<file path="src/rtl/lcd_fb_arbiter.sv">
// Frame-buffer RAM arbiter: display line refill (priority) versus a pixel writer.
// Optional statistics counters are enabled with `define LCD_FB_ARB_STATS_EN.

module lcd_fb_arbiter #(
  parameter int unsigned H_ACTIVE   = 800,
  parameter int unsigned V_ACTIVE   = 480,
  parameter int unsigned ADDR_W     = 19,
  parameter int unsigned DATA_W     = 24,
  parameter int unsigned BURST_LEN  = 16,
  parameter int unsigned STARVE_MAX = 64
) (
  input  logic              sys_clk,
  input  logic              sys_rst_n,
  input  logic              line_req,
  input  logic [9:0]        line_y,
  input  logic              fifo_afull,
  input  logic              wr_valid,
  output logic              wr_ready,
  input  logic [ADDR_W-1:0] wr_addr,
  input  logic [DATA_W-1:0] wr_data,
  output logic              mem_en,
  output logic              mem_we,
  output logic [ADDR_W-1:0] mem_addr,
  output logic [DATA_W-1:0] mem_wdata,
  input  logic [DATA_W-1:0] mem_rdata,
  output logic              pix_valid,
  output logic [DATA_W-1:0] pix_data,
  output logic              line_done,
  output logic              busy,
  output logic              err_req
`ifdef LCD_FB_ARB_STATS_EN
  ,
  input  logic              stat_clr,
  output logic [15:0]       stat_stall_cycles,
  output logic [15:0]       stat_bursts
`endif
);

  localparam int unsigned CntW    = $clog2(H_ACTIVE + 1);
  localparam int unsigned BeatW   = $clog2(BURST_LEN + 1);
  localparam int unsigned StarveW = $clog2(STARVE_MAX + 1);

  typedef enum logic [1:0] {StIdle, StWait, StBurst} state_e;

  state_e              state_q, state_d;
  logic [ADDR_W-1:0]   base_q, base_d;
  logic [CntW-1:0]     pix_cnt_q, pix_cnt_d;
  logic [BeatW-1:0]    beats_q, beats_d;
  logic [StarveW-1:0]  starve_q, starve_d;
  logic                hold_q;
  logic                pix_valid_q;
  logic                line_done_q;

  logic                rd_strobe;
  logic                line_ok;
  logic                starve_hit;
  logic                last_pix;
  logic [ADDR_W-1:0]   line_base;
  logic [31:0]         rem_pix;
  logic [BeatW-1:0]    next_beats;

  assign line_ok    = 32'(line_y) < V_ACTIVE;
  assign starve_hit = 32'(starve_q) >= STARVE_MAX;
  assign last_pix   = 32'(pix_cnt_q) == (H_ACTIVE - 1);
  assign line_base  = ADDR_W'(32'(line_y) * H_ACTIVE);
  assign rem_pix    = H_ACTIVE - 32'(pix_cnt_q);
  assign next_beats = BeatW'((rem_pix < BURST_LEN) ? rem_pix : BURST_LEN);

  // hold_q marks the first cycle after reset, in which every output stays quiet.
  always_comb begin
    state_d   = state_q;
    base_d    = base_q;
    pix_cnt_d = pix_cnt_q;
    beats_d   = beats_q;
    wr_ready  = 1'b0;
    err_req   = 1'b0;
    rd_strobe = 1'b0;
    mem_en    = 1'b0;
    mem_we    = 1'b0;
    mem_addr  = '0;
    mem_wdata = '0;

    if (!hold_q) begin
      unique case (state_q)
        StIdle: begin
          wr_ready = 1'b1;
          if (line_req) begin
            if (line_ok) begin
              base_d    = line_base;
              pix_cnt_d = '0;
              state_d   = StWait;
            end else begin
              err_req = 1'b1;
            end
          end
        end
        StWait: begin
          err_req = line_req;
          if (starve_hit && wr_valid) begin
            wr_ready = 1'b1;
          end else if (!fifo_afull) begin
            beats_d = next_beats;
            state_d = StBurst;
          end else if (wr_valid) begin
            wr_ready = 1'b1;
          end
        end
        StBurst: begin
          err_req   = line_req;
          rd_strobe = 1'b1;
          mem_en    = 1'b1;
          mem_addr  = base_q + ADDR_W'(pix_cnt_q);
          pix_cnt_d = pix_cnt_q + CntW'(1);
          beats_d   = beats_q - BeatW'(1);
          if (beats_q == BeatW'(1)) begin
            state_d = last_pix ? StIdle : StWait;
          end
        end
        default: state_d = StIdle;
      endcase
    end

    if (wr_valid && wr_ready) begin
      mem_en    = 1'b1;
      mem_we    = 1'b1;
      mem_addr  = wr_addr;
      mem_wdata = wr_data;
    end
  end

  always_comb begin
    starve_d = starve_q;
    if (state_q == StIdle || (wr_valid && wr_ready)) begin
      starve_d = '0;
    end else if (wr_valid && !starve_hit) begin
      starve_d = starve_q + StarveW'(1);
    end
  end

  always_ff @(posedge sys_clk) begin
    if (!sys_rst_n) begin
      state_q     <= StIdle;
      base_q      <= '0;
      pix_cnt_q   <= '0;
      beats_q     <= '0;
      starve_q    <= '0;
      hold_q      <= 1'b1;
      pix_valid_q <= 1'b0;
      line_done_q <= 1'b0;
    end else begin
      state_q     <= state_d;
      base_q      <= base_d;
      pix_cnt_q   <= pix_cnt_d;
      beats_q     <= beats_d;
      starve_q    <= starve_d;
      hold_q      <= 1'b0;
      pix_valid_q <= rd_strobe;
      line_done_q <= rd_strobe && last_pix;
    end
  end

  assign pix_valid = pix_valid_q;
  assign pix_data  = pix_valid_q ? mem_rdata : '0;
  assign line_done = line_done_q;
  assign busy      = (state_q != StIdle);

`ifdef LCD_FB_ARB_STATS_EN
  logic [15:0] stall_q;
  logic [15:0] bursts_q;
  logic        stall_ev;
  logic        burst_start;

  assign stall_ev    = wr_valid && !wr_ready;
  assign burst_start = (state_q == StWait) && (state_d == StBurst);

  always_ff @(posedge sys_clk) begin
    if (!sys_rst_n || stat_clr) begin
      stall_q  <= '0;
      bursts_q <= '0;
    end else begin
      if (stall_ev && (stall_q != 16'hFFFF)) begin
        stall_q <= stall_q + 16'd1;
      end
      if (burst_start && (bursts_q != 16'hFFFF)) begin
        bursts_q <= bursts_q + 16'd1;
      end
    end
  end

  assign stat_stall_cycles = stall_q;
  assign stat_bursts       = bursts_q;
`endif

endmodule

</file>
<file path="config.mk">
export PLATFORM = sky130hd
export DESIGN_NAME = lcd_fb_arbiter
export DESIGN_NICKNAME = d
export VERILOG_FILES = /design/src/rtl/lcd_fb_arbiter.sv
export SDC_FILE = /design/constraint.sdc
export NUM_CORES = 1
export LEC_CHECK = 0
export CORE_AREA = 10 10 107 109
export DETAILED_ROUTE_END_ITERATION = 8
export DIE_AREA = 0 0 117 119
export DONT_BUFFER_PORTS = 1
export PLACE_DENSITY_LB_ADDON = 0.3
export SLEW_MARGIN = 25
export SYNTH_ARGS = -nofsm -noshare
export SYNTH_HDL_FRONTEND = slang
export SYNTH_SLANG_ARGS = --single-unit
</file>
<file path="constraint.sdc">
create_clock -name sys_clk -period 3.6 [get_ports sys_clk]
set_input_delay 0.36 -clock sys_clk [delete_from_list [all_inputs] [get_ports sys_clk]]
set_output_delay 0.36 -clock sys_clk [all_outputs]
set_load 0.005 [all_outputs]
</file>
; ---- Word-level counts from Yosys, hierarchy flattened
; Index checks and enable logic that the tools add are counted.
[totals]
n_memories = 0
mem_bits_rw = 0
romBits = 0
elab_cells = 77
ff_bits = 41
latch_bits = 0
[op_classes]
shift = 0
n_eq_ne = 9
order_cmp = 3
bitwise = 2
n_mux = 33
addsub = 5
div_mod_pow = 0
multipliers = 1
n_reduce_logical = 16
[ops]
columns = op, count
row1 = 19-bit 2-to-1 mux, 3
row2 = 24-bit 2-to-1 mux, 2
row3 = 32-bit by 5-bit less-than comparator with 1-bit output (second input constant), 1
row4 = 10-bit 2-to-1 mux, 2
row5 = 10-bit case mux with 2 select lines, 1
row6 = 19-bit by 10-bit adder with 19-bit output, 1
row7 = 5-bit 2-to-1 mux, 3
row8 = 10-bit by 5-bit multiplier with 14-bit output (second input constant), 1
row9 = 1-bit 2-to-1 mux, 13
row10 = 4-bit AND reduction, 3
row11 = 10-bit by 10-bit subtractor with 11-bit output (first input constant), 1
row12 = 10-bit by 1-bit adder with 10-bit output (second input constant), 1
row13 = 10-bit == test (second input constant), 1
row14 = 10-bit by 9-bit less-than comparator with 1-bit output (second input constant), 1
row15 = 2-bit 2-to-1 mux, 5
row16 = 2-bit inequality test (second input constant), 5
row17 = 5-bit case mux with 2 select lines, 1
row18 = 7-bit by 1-bit adder with 7-bit output (second input constant), 1
row19 = 7-bit greater-or-equal comparator (second input constant), 1
row20 = 2-bit case mux with 3 select lines, 1
row21 = 6-bit AND reduction, 1
row22 = 2-bit nonzero test, 3
row23 = 5-bit by 1-bit == test with 1-bit output (second input constant), 1
row24 = 5-bit by 1-bit subtractor with 5-bit output (second input constant), 1
row25 = 9 further kinds, 15

; ---- Longest topological paths before layout
; Gate-level depths: netlist of the first run.
[depth]
depth_word = 8
mapped_depth = 11
depth_no_buf = 11

; ---- Worst setup path after synthesis of the first run
; Ideal clock, no wire load.
[synth_path]
path_kind = input to register
from = input port line_y[2]
to = register base_q[17]
path_stages = 9
arrival_ns = 2.763
path_buffers = 0
slack_ns = 0.717
path_cell_list = ha_1 ha_1 fa_1 ha_1 nor2b_1 o31ai_1 a21oi_1 o2111a_1 a211o_1
[synth_via]
elab_chain_len = 2
word_cells_on_any_way = 3
[synth_lines]
columns = element, line_no
row1 = "start, declared", 15  ; input logic [9:0] line_y,
row2 = branches (longest 2 deep; another with 10-bit by 5-bit multiplier with 14-bit output), --
row3 = "end signal, assigned", 152  ; base_q <= base_d;
row4 = "end, declared", 46  ; logic [ADDR_W-1:0] base_q, base_d;
; Several ways; the timed one is not identified.
; A chain may end at the register's enable or synchronous reset.

; ---- Worst setup path after layout of the first run
[layout_path]
from = register pix_cnt_q[8]
to = output port mem_addr[18]
[layout_via]
elab_chain_len = 4
[layout_lines]
columns = element, line_no
row1 = "start, declared", 47  ; logic [CntW-1:0] pix_cnt_q, pix_cnt_d;
row2 = "start signal, assigned", 153  ; pix_cnt_q <= pix_cnt_d;
row3 = 19-bit by 10-bit adder with 19-bit output, 112  ; mem_addr = base_q + ADDR_W'(pix_cnt_q);
row4 = 19-bit 2-to-1 mux, 84  ; unique case (state_q)
row5 = 19-bit 2-to-1 mux, 83  ; if (!hold_q) begin
row6 = 19-bit 2-to-1 mux, 123  ; if (wr_valid && wr_ready) begin
row7 = "end, declared", 23  ; output logic [ADDR_W-1:0] mem_addr,
; Every way passes these cells.

==> flow_summary.yaml, run 1 <==
placed_design:
  hpwl_um: 8630
  routabilityCongestion: 0.839
  place.port_buffers: 0
sta:
  tns_ns: 0
  tightestPinTransition_ns: 0.894
  layout_worst_path_cycle_share: 0.829
  finalSetupViolCount: 0
  finClkSkew_ns: 0.00827
  slew_headroom: 0.401
  final-max-slew-violation-count: 0
  hold_viol_final: 0
  rsz0062_at_grt: "false"
  fin_crit_ns: 2.98
  max_freq_mhz: 335
die:
  die_w_um: 117
  die-area_um2: 13900
  coreArea_um2: 9460
  start_util: 0.390
  io_pins: 156
  die_h_um: 119
  std_cell_rows: 36
clock_tree:
  cts_tree: "done"
  cts.repair.resized: 0
  cts_hold_buffers: 0
  h-tree-depth: 2
  path_clk_slew_ns: 0.08
  post-cts-setup-buffer-count: 0
  clock_sinks: 41
  clock_latency_ns: 0.29
  numCtsBuffers: 5
  clockBufferDepth: 2
  clockRootBuffer: "clkbuf_8"
yosys:
  syn_nets: 605
  syn-instance-count: 470
  syn-cell-area_um2: 3680
  synth-seq-cells: 41
  synthArstFlopShare: 0
  synth_largest_area_cell: "dfxtp_1"
  synth-main-ff-cell: "dfxtp_1"
  ys_seq_area_frac: 0.223
  ys_types: 53
  synth_edf_count: 0
  synthTopCellsByArea: "dfxtp_1, ha_1, and2_1"
  avgSynthCellArea_um2: 7.84
  synth_top_cell_area_share: 0.223
  yosysWarnings: 0
route:
  routed_via_density: 5.60
  avgRoutedWirePerCell_um: 18.1
  ant_nets: 0
  drtPass1Iterations: 4
  routed_wl_um: 10400
  drt_iter0_drc: 195
  drcViolationCount: 0
  vias: 3204
grt:
  track_usage: 0.142
  grt_overflow: 0
  grt_pass1_vias: 3196
  grt_max_degree: 67
  grt_pass1_wl_um: 16200
  antenna_found_initial: 0
hold_path:
  hold_path_class: "in2reg"
  min_from: "sys_rst_n"
  min_to: "beats_q[3]"
  hold_path_depth: 2
worst_setup_path:
  r2r_slack_ns: 1.17
  reg2reg_to: "beats_q[1]"
  slowest_delay_ns: 0.70
  path_class: "reg2out"
  path_common_cell: "o21ai_0"
  critical_path.max_fanout: 4
  cp-end-kind: "output port"
  crit_arrival_ns: 2.62
  start_kind: "register"
  reg2reg_from: "pix_cnt_q[0]"
  critical_path_required_ns: 3.24
  rr_worst_depth: 7
  cpMaxStageDelayCell: "or4b_2"
  cp_cell_sequence: "ha_1 -> o21ai_0 -> o21ai_0 -> or4b_2 -> nor4_1 -> a221o_1"
layout:
  layout_commonest_cell: "and2_1"
  layout.nets: 593
  syn_to_final_growth_pct: 4.48
  final_cell_mix: "and2_1, nand2_1, ha_1"
  fillers: 973
  layout-drive-gt1-share: 0.0284
  antennaDiodeCount: 0
  fin_util: 0.407
power:
  power_density_nw_per_um2: 303
  ir_worst_vdd_mv: 0.172
  total_power_mw: 1.17
  p_leak_nw: 1.54
job:
  max_cap_violations: 0
status:
  status: "finished, final reports clean"
## worst max path at each step
| stage | startpoint | endpoint | slack [ns] | cells past startpoint |
|---|---|---|---|---|
| floorplan | line_y[2] | base_q[17] | 0.72 | 9 |
| global placement | line_y[2] | base_q[17] | 0.58 | 9 |
| detailed placement | line_y[2] | base_q[17] | 0.53 | 9 |
| CTS | pix_cnt_q[8] | mem_addr[18] | 0.61 | 6 |
| global route | pix_cnt_q[8] | mem_addr[18] | 0.39 | 6 |
| finish | pix_cnt_q[8] | mem_addr[18] | 0.62 | 6 |
## report_power, final
part,internal [mW],switching (mW),total (mW)
registers,0.470,0.0203,0.491
logic,0.151,0.214,0.365
clock network,0.152,0.160,0.312
total,0.773,0.394,1.17
## stage by stage
step / setup slack (ns) / instance area [um^2] / hold slack (ns) / instances
after floorplan: 0.717 / 3680 / 0.441 / 470
after global routing: 0.392 / 3850 / 0.189 / 572
after CTS: 0.610 / 3850 / 0.196 / 572
after detailed placement: 0.528 / 3760 / 0.453 / 565
after global placement: 0.585 / 3760 / 0.449 / 565
final: 0.617 / 3850 / 0.203 / 572
## final cells by class
type,count,area [um^2],share of cell area
sequential,41,821,0.213
clock inverter,1,7.51,0.00195
clock buffer,6,82.6,0.0214
inverter,30,113,0.0292
tap,114,143,0.0370
timing repair buffer,2,15.0,0.00390
multi-input combinational,378,2670,0.693
## synth_stat cells (13+ instances only)
library cell	number
ha_1	47
o21ai_0	18
o31ai_1	13
clkbuf_1	18
nand2_1	48
xnor2_1	15
inv_1	30
and2_1	50
xor2_1	14
a21oi_1	18
nor2_1	39
dfxtp_1	41
## worst max-delay path, delay by kind of cell (launching register included)
kind	cells	cell delay [ns]
AO/OA/AOI/OAI	3	0.72
AND/OR/NAND/NOR	2	0.90
adder cells (fa/ha/maj)	1	0.35
flip-flops	1	0.35
## metal layers
layer / track usage / wire length [um]
met1: 0.170 / 4440
met2: 0.244 / 4980
met3: 0.0377 / 840
met4: 0.0363 / 114
met5: 0 / 0
## registers in the layout (all words and copies together), names as in the netlist
signal     cells
base_q        14
pix_cnt_q     10
starve_q       7
beats_q        5
state_q        2
hold_q         1
line_done      1
pix_valid      1
## kinds of logic after synthesis
family,share of synthesized area
xor gates and xnor gates,0.0689
muxes,0.00815
DFF,0.223
AOI/OAI and AO/OA,0.175
and+or+nand+nor,0.279
buffers and inverters,0.0543
adders and majority gates,0.192
Note: power is estimated with default switching activity, not from simulation.
==> run 2: changes to the inputs <==
clock period = 2.7 ns   (was 3.6 ns; I/O delays follow)
==> run 2 against run 1 <==
Net effect: sequential power is 33% higher; final cell count is 2.3% higher; sequential share of layout area is 1.0 points lower; via count is 0.37% higher; worst hold slack worse by 0.079 ns; critical endpoint is now mem_addr[13]; largest cell class unchanged.
==> flow_summary.yaml, run 2 (same netlist as run 1, synthesis figures left out) <==
worst_setup_path:
  reg2reg_from: "pix_cnt_q[0]"
  critical_path.max_fanout: 7
  rr_worst_depth: 7
  cp_num_cells: 8
  reg2reg_to: "beats_q[1]"
  cp-end-kind: "output port"
  cp_cell_sequence: "ha_4 -> inv_1 -> fa_1 -> nor2b_2 -> o31a_1 -> o2111ai_2 -> xor2_1 -> o31ai_2"
  crit_family: "compound AO/OA/AOI/OAI gates"
  crit_arrival_ns: 2.28
  path_class: "reg2out"
  slowest_delay_ns: 0.40
  critical_path_required_ns: 2.43
  path_buf_inv: 1
  start_kind: "register"
  r2r_slack_ns: 0.25
  cpMaxStageDelayCell: "dfxtp_4"
power:
  ir_worst_vdd_mv: 0.272
  power_density_nw_per_um2: 421
  p_leak_nw: 1.62
hold_path:
  min_from: "sys_rst_n"
  hold_path_class: "in2reg"
  hold_path_depth: 2
  min_to: "beats_q[3]"
grt:
  track_usage: 0.137
  grt_overflow: 0
  grt_pass1_vias: 3228
  antenna_found_initial: 0
  grt_pass1_wl_um: 15900
  grt_max_degree: 67
layout:
  layout_commonest_cell: "and2_1"
  antennaDiodeCount: 0
  largest-register: "base_q"
  regArea_um2: 825
  largest_reg_flops: 14
  fillers: 934
  top_regs: "base_q (14), pix_cnt_q (10), starve_q (7)"
  multiInputGateArea_um2: 2750
  layout.nets: 605
  final_cell_mix: "and2_1, nand2_1, ha_1"
  layout-drive-gt1-share: 0.0786
  syn_to_final_growth_pct: 10.3
route:
  vias: 3216
  ant_nets: 0
  drcViolationCount: 0
  drt_iter0_drc: 183
  avgRoutedWirePerCell_um: 17.7
  routed_wl_um: 10300
  routed_via_density: 5.50
  drtPass1Iterations: 4
sta:
  slew_headroom: 0.361
  setup_slack_ns: 0.146
  finalSetupViolCount: 0
  final-max-slew-violation-count: 0
  holdWs_ns: 0.124
  layout_worst_path_cycle_share: 0.946
  finClkSkew_ns: 0.00560
  hold_viol_final: 0
  tightestPinTransition_ns: 0.954
  fin_crit_ns: 2.55
  max_freq_mhz: 392
job:
  max_cap_violations: 0
placed_design:
  hpwl_um: 8560
  place_ws_ns: -0.0617
  place.port_buffers: 0
  routabilityCongestion: 0.859
die:
  die-area_um2: 13900
  die_h_um: 119
  std_cell_rows: 36
  coreArea_um2: 9460
  start_util: 0.390
  io_pins: 156
  die_w_um: 117
clock_tree:
  cts_hold_buffers: 0
  post-cts-setup-buffer-count: 0
  clock_latency_ns: 0.29
  h-tree-depth: 2
  clock_sinks: 41
  clockRootBuffer: "clkbuf_8"
  cts_tree: "done"
  numCtsBuffers: 5
  path_clk_slew_ns: 0.08
  clockBufferDepth: 2
status:
  status: "finished, final reports clean"
[run 2: cell count changes in the layout (fill, tap and decap cells not counted), sizes merged]
| cell | previous run | this run |
|---|---|---|
| bufinv | 0 | 1 |
| clkbuf | 6 | 7 |
| clkinvlp | 1 | 0 |
| buf | 2 | 14 |
[run 2: how the worst max path moves through the flow]
stage / from / endpoint / slack (ns)
finish: pix_cnt_q[5] / mem_addr[13] / 0.15
global route: base_q[5] / mem_addr[13] / -0.006
CTS: pix_cnt_q[5] / mem_addr[11] / 0.007
detailed placement: line_y[2] / base_q[17] / -0.06
global placement: line_y[2] / base_q[17] / -0.01
floorplan: line_y[2] / base_q[17] / 0.02
[run 2: timing repair]
action / 4_1_cts / 5_1_grt
endpoints found under the setup margin: 6 / 6
resized for setup: 5 / 8
pin swaps: 1 / 2
[run 2: layout make-up]
class                   instances  area share
multi-input cells             378       0.677
flip-flops and latches         41       0.203
well taps                     114      0.0351
repair buffers                 14      0.0289
inverters                      30      0.0277
clock buffers                   7      0.0212
clock inverters                 1     0.00739
[run 2: worst reg2reg max path: cells and delay by family, from the launching register on]
kind            cells  cell delay [ns]
simple gates        2             0.86
flops               1             0.38
buf+inv             1             0.14
compound gates      3             0.79
fa+ha+maj           1             0.19
[run 2: where the power goes]
group	total, mW	internal [mW]	switching [mW]
registers	0.654	0.626	0.0275
logic	0.548	0.248	0.300
clock network	0.511	0.302	0.209
[run 2: stage by stage]
stage | power [mW] | instances | TNS [ns] | util | instance area [um^2]
after floorplan | 1.07 | 470 | 0 | - | 3710
after global placement | 1.20 | 577 | -0.0197 | 0.412 | 3890
after detailed placement | 1.21 | 577 | -0.102 | 0.412 | 3890
after CTS | 1.73 | 585 | 0 | 0.426 | 4030
after global routing | 1.84 | 585 | -0.00596 | 0.430 | 4060
final | 1.71 | 585 | 0 | 0.430 | 4060
[run 2: routing by layer]
| layer | share of wire | vias up | global-route usage |
|---|---|---|---|
| li1 | - | 1629 | - |
| met1 | 0.44 | 1486 | 0.161 |
| met2 | 0.48 | 93 | 0.247 |
| met3 | 0.063 | 8 | 0.0231 |
| met4 | 0.011 | 0 | 0.0379 |
| met5 | 0 | - | 0 |
==> run 3: changes to the inputs <==
CELL_PAD_IN_SITES_DETAIL_PLACEMENT = 1   (was default)
CELL_PAD_IN_SITES_GLOBAL_PLACEMENT = 1   (was default)
==> run 3 against run 2 <==
Net effect: maximum frequency down 0.31%; wire length up 14%; first-iteration DRC count down 9.8%; global-route usage increased by 2.4 points; worst setup slack worse by 0.0080 ns; die area did not move; final cell count grew 0.17%; largest cell class unchanged.
==> flow_summary.yaml, run 3 (same netlist as run 1, synthesis figures left out) <==
power:
  ir_worst_vdd_mv: 0.235
  p_leak_nw: 1.62
  power_density_nw_per_um2: 428
layout:
  final_cell_mix: "and2_1, nand2_1, ha_1"
  top_regs: "base_q (14), pix_cnt_q (10), starve_q (7)"
  layout-drive-gt1-share: 0.0847
  fin_util: 0.431
  syn_to_final_growth_pct: 10.6
  largest_reg_flops: 14
  layout_commonest_cell: "and2_1"
  antennaDiodeCount: 0
  layout.nets: 606
  largest-register: "base_q"
  fillers: 1164
hold_path:
  hold_path_class: "in2reg"
  min_to: "base_q[5]"
  min_from: "line_y[0]"
  hold_path_depth: 2
sta:
  tightestPinTransition_ns: 0.793
  layout_worst_path_cycle_share: 0.949
  finalSetupViolCount: 0
  rsz0062_at_grt: "true"
  final-max-slew-violation-count: 0
  slew_headroom: 0.470
  finClkSkew_ns: 0.00341
  hold_viol_final: 0
  fin_crit_ns: 2.56
  max_freq_mhz: 390
  setup_slack_ns: 0.138
worst_setup_path:
  start_kind: "register"
  critical_path.max_fanout: 7
  path_class: "reg2out"
  reg2reg_to: "beats_q[1]"
  crit_arrival_ns: 2.29
  cp-end-kind: "output port"
  rr_worst_depth: 7
  reg2reg_from: "pix_cnt_q[0]"
  r2r_slack_ns: 0.22
  critical_path_required_ns: 2.43
route:
  routed_wl_um: 11800
  drtPass1Iterations: 4
  avgRoutedWirePerCell_um: 20.2
  routed_via_density: 5.65
  drt_iter0_drc: 165
  vias: 3312
  ant_nets: 0
  drcViolationCount: 0
die:
  start_util: 0.390
  coreArea_um2: 9460
  std_cell_rows: 36
  die_h_um: 119
  die-area_um2: 13900
  die_w_um: 117
  io_pins: 156
clock_tree:
  cts_hold_buffers: 0
  numCtsBuffers: 5
  h-tree-depth: 2
  clockRootBuffer: "clkbuf_8"
  cts_tree: "done"
  clockBufferDepth: 2
  path_clk_slew_ns: 0.08
  clock_sinks: 41
  clock_latency_ns: 0.30
placed_design:
  hpwl_um: 9780
  place.port_buffers: 0
  place_ws_ns: -0.0917
  routabilityCongestion: 0.781
status:
  status: "finished, final reports clean"
grt:
  grt_pass1_wl_um: 18300
  antenna_found_initial: 1
  grt_pass1_vias: 3485
  grt_overflow: 0
  grt_max_degree: 67
  track_usage: 0.161
job:
  max_cap_violations: 0
## run 3: cell count changes in the layout (fill, tap and decap cells not counted), sizes merged
cell      delta
clkbuf       -1
clkinvlp     +1
buf          +1
## run 3: worst max path at each step
stage,from,to,cells after the start
after floorplan,line_y[2],base_q[17],9
after global placement,line_y[2],base_q[17],9
after detailed placement,line_y[2],base_q[17],9
after CTS,pix_cnt_q[5],mem_addr[13],8
after global routing,pix_cnt_q[8],mem_addr[18],6
final,pix_cnt_q[5],mem_addr[13],8
## run 3: what timing repair did
item | in CTS | in global routing
buffers inserted | 0 | 1
hold endpoints to repair | 0 | 0
resized for setup | 8 | 6
pin swaps | 1 | 2
setup endpoints to repair | 5 | 4
## run 3: critical path: stages, from the launching register on
cell and delay [ns]:
dfxtp_4 0.40, ha_4 0.14, inv_1 0.04, fa_1 0.39, nor2b_2 0.16, o31a_1 0.26
o2111ai_2 0.14, xor2_1 0.18, o31ai_2 0.28
## run 3: through the flow
stage / cells / total power [mW] / instance area [um^2] / TNS (ns) / hold slack, ns
6_report: 586 / 1.75 / 4080 / 0 / 0.101
5_1_grt: 586 / 1.87 / 4080 / 0 / 0.117
4_1_cts: 585 / 1.77 / 4040 / 0 / 0.0982
3_5_place_dp: 577 / 1.23 / 3890 / -0.250 / 0.422
3_3_place_gp: 577 / 1.20 / 3890 / -0.0359 / 0.414
2_1_floorplan: 470 / 1.07 / 3710 / 0 / 0.406
## run 3: report_power, final
group          total (mW)  switching, mW  internal [mW]
Combinational       0.560          0.311          0.249
Sequential          0.655         0.0288          0.626
Clock               0.531          0.230          0.301
Total                1.75          0.570           1.18
## run 3: area by class of cell
class                      count  area, um^2  share of cell area
timing repair buffer          15         125              0.0307
inverter                      30         113              0.0276
multi-input combinational    378        2750               0.675
tap                          114         143              0.0350
clock inverter                 2        37.5             0.00921
clock buffer                   6        82.6              0.0203
sequential                    41         826               0.203
## run 3: metal layers
| metal | up-vias | wire [um] | part of all wire | track usage |
|---|---|---|---|---|
| met4 | 0 | 174 | 0.015 | 0.0471 |
| met5 | - | 0 | 0 | 0 |
| met3 | 15 | 807 | 0.068 | 0.0346 |
| li1 | 1634 | - | - | - |
| met1 | 1546 | 4900 | 0.41 | 0.182 |
| met2 | 117 | 5940 | 0.50 | 0.292 |
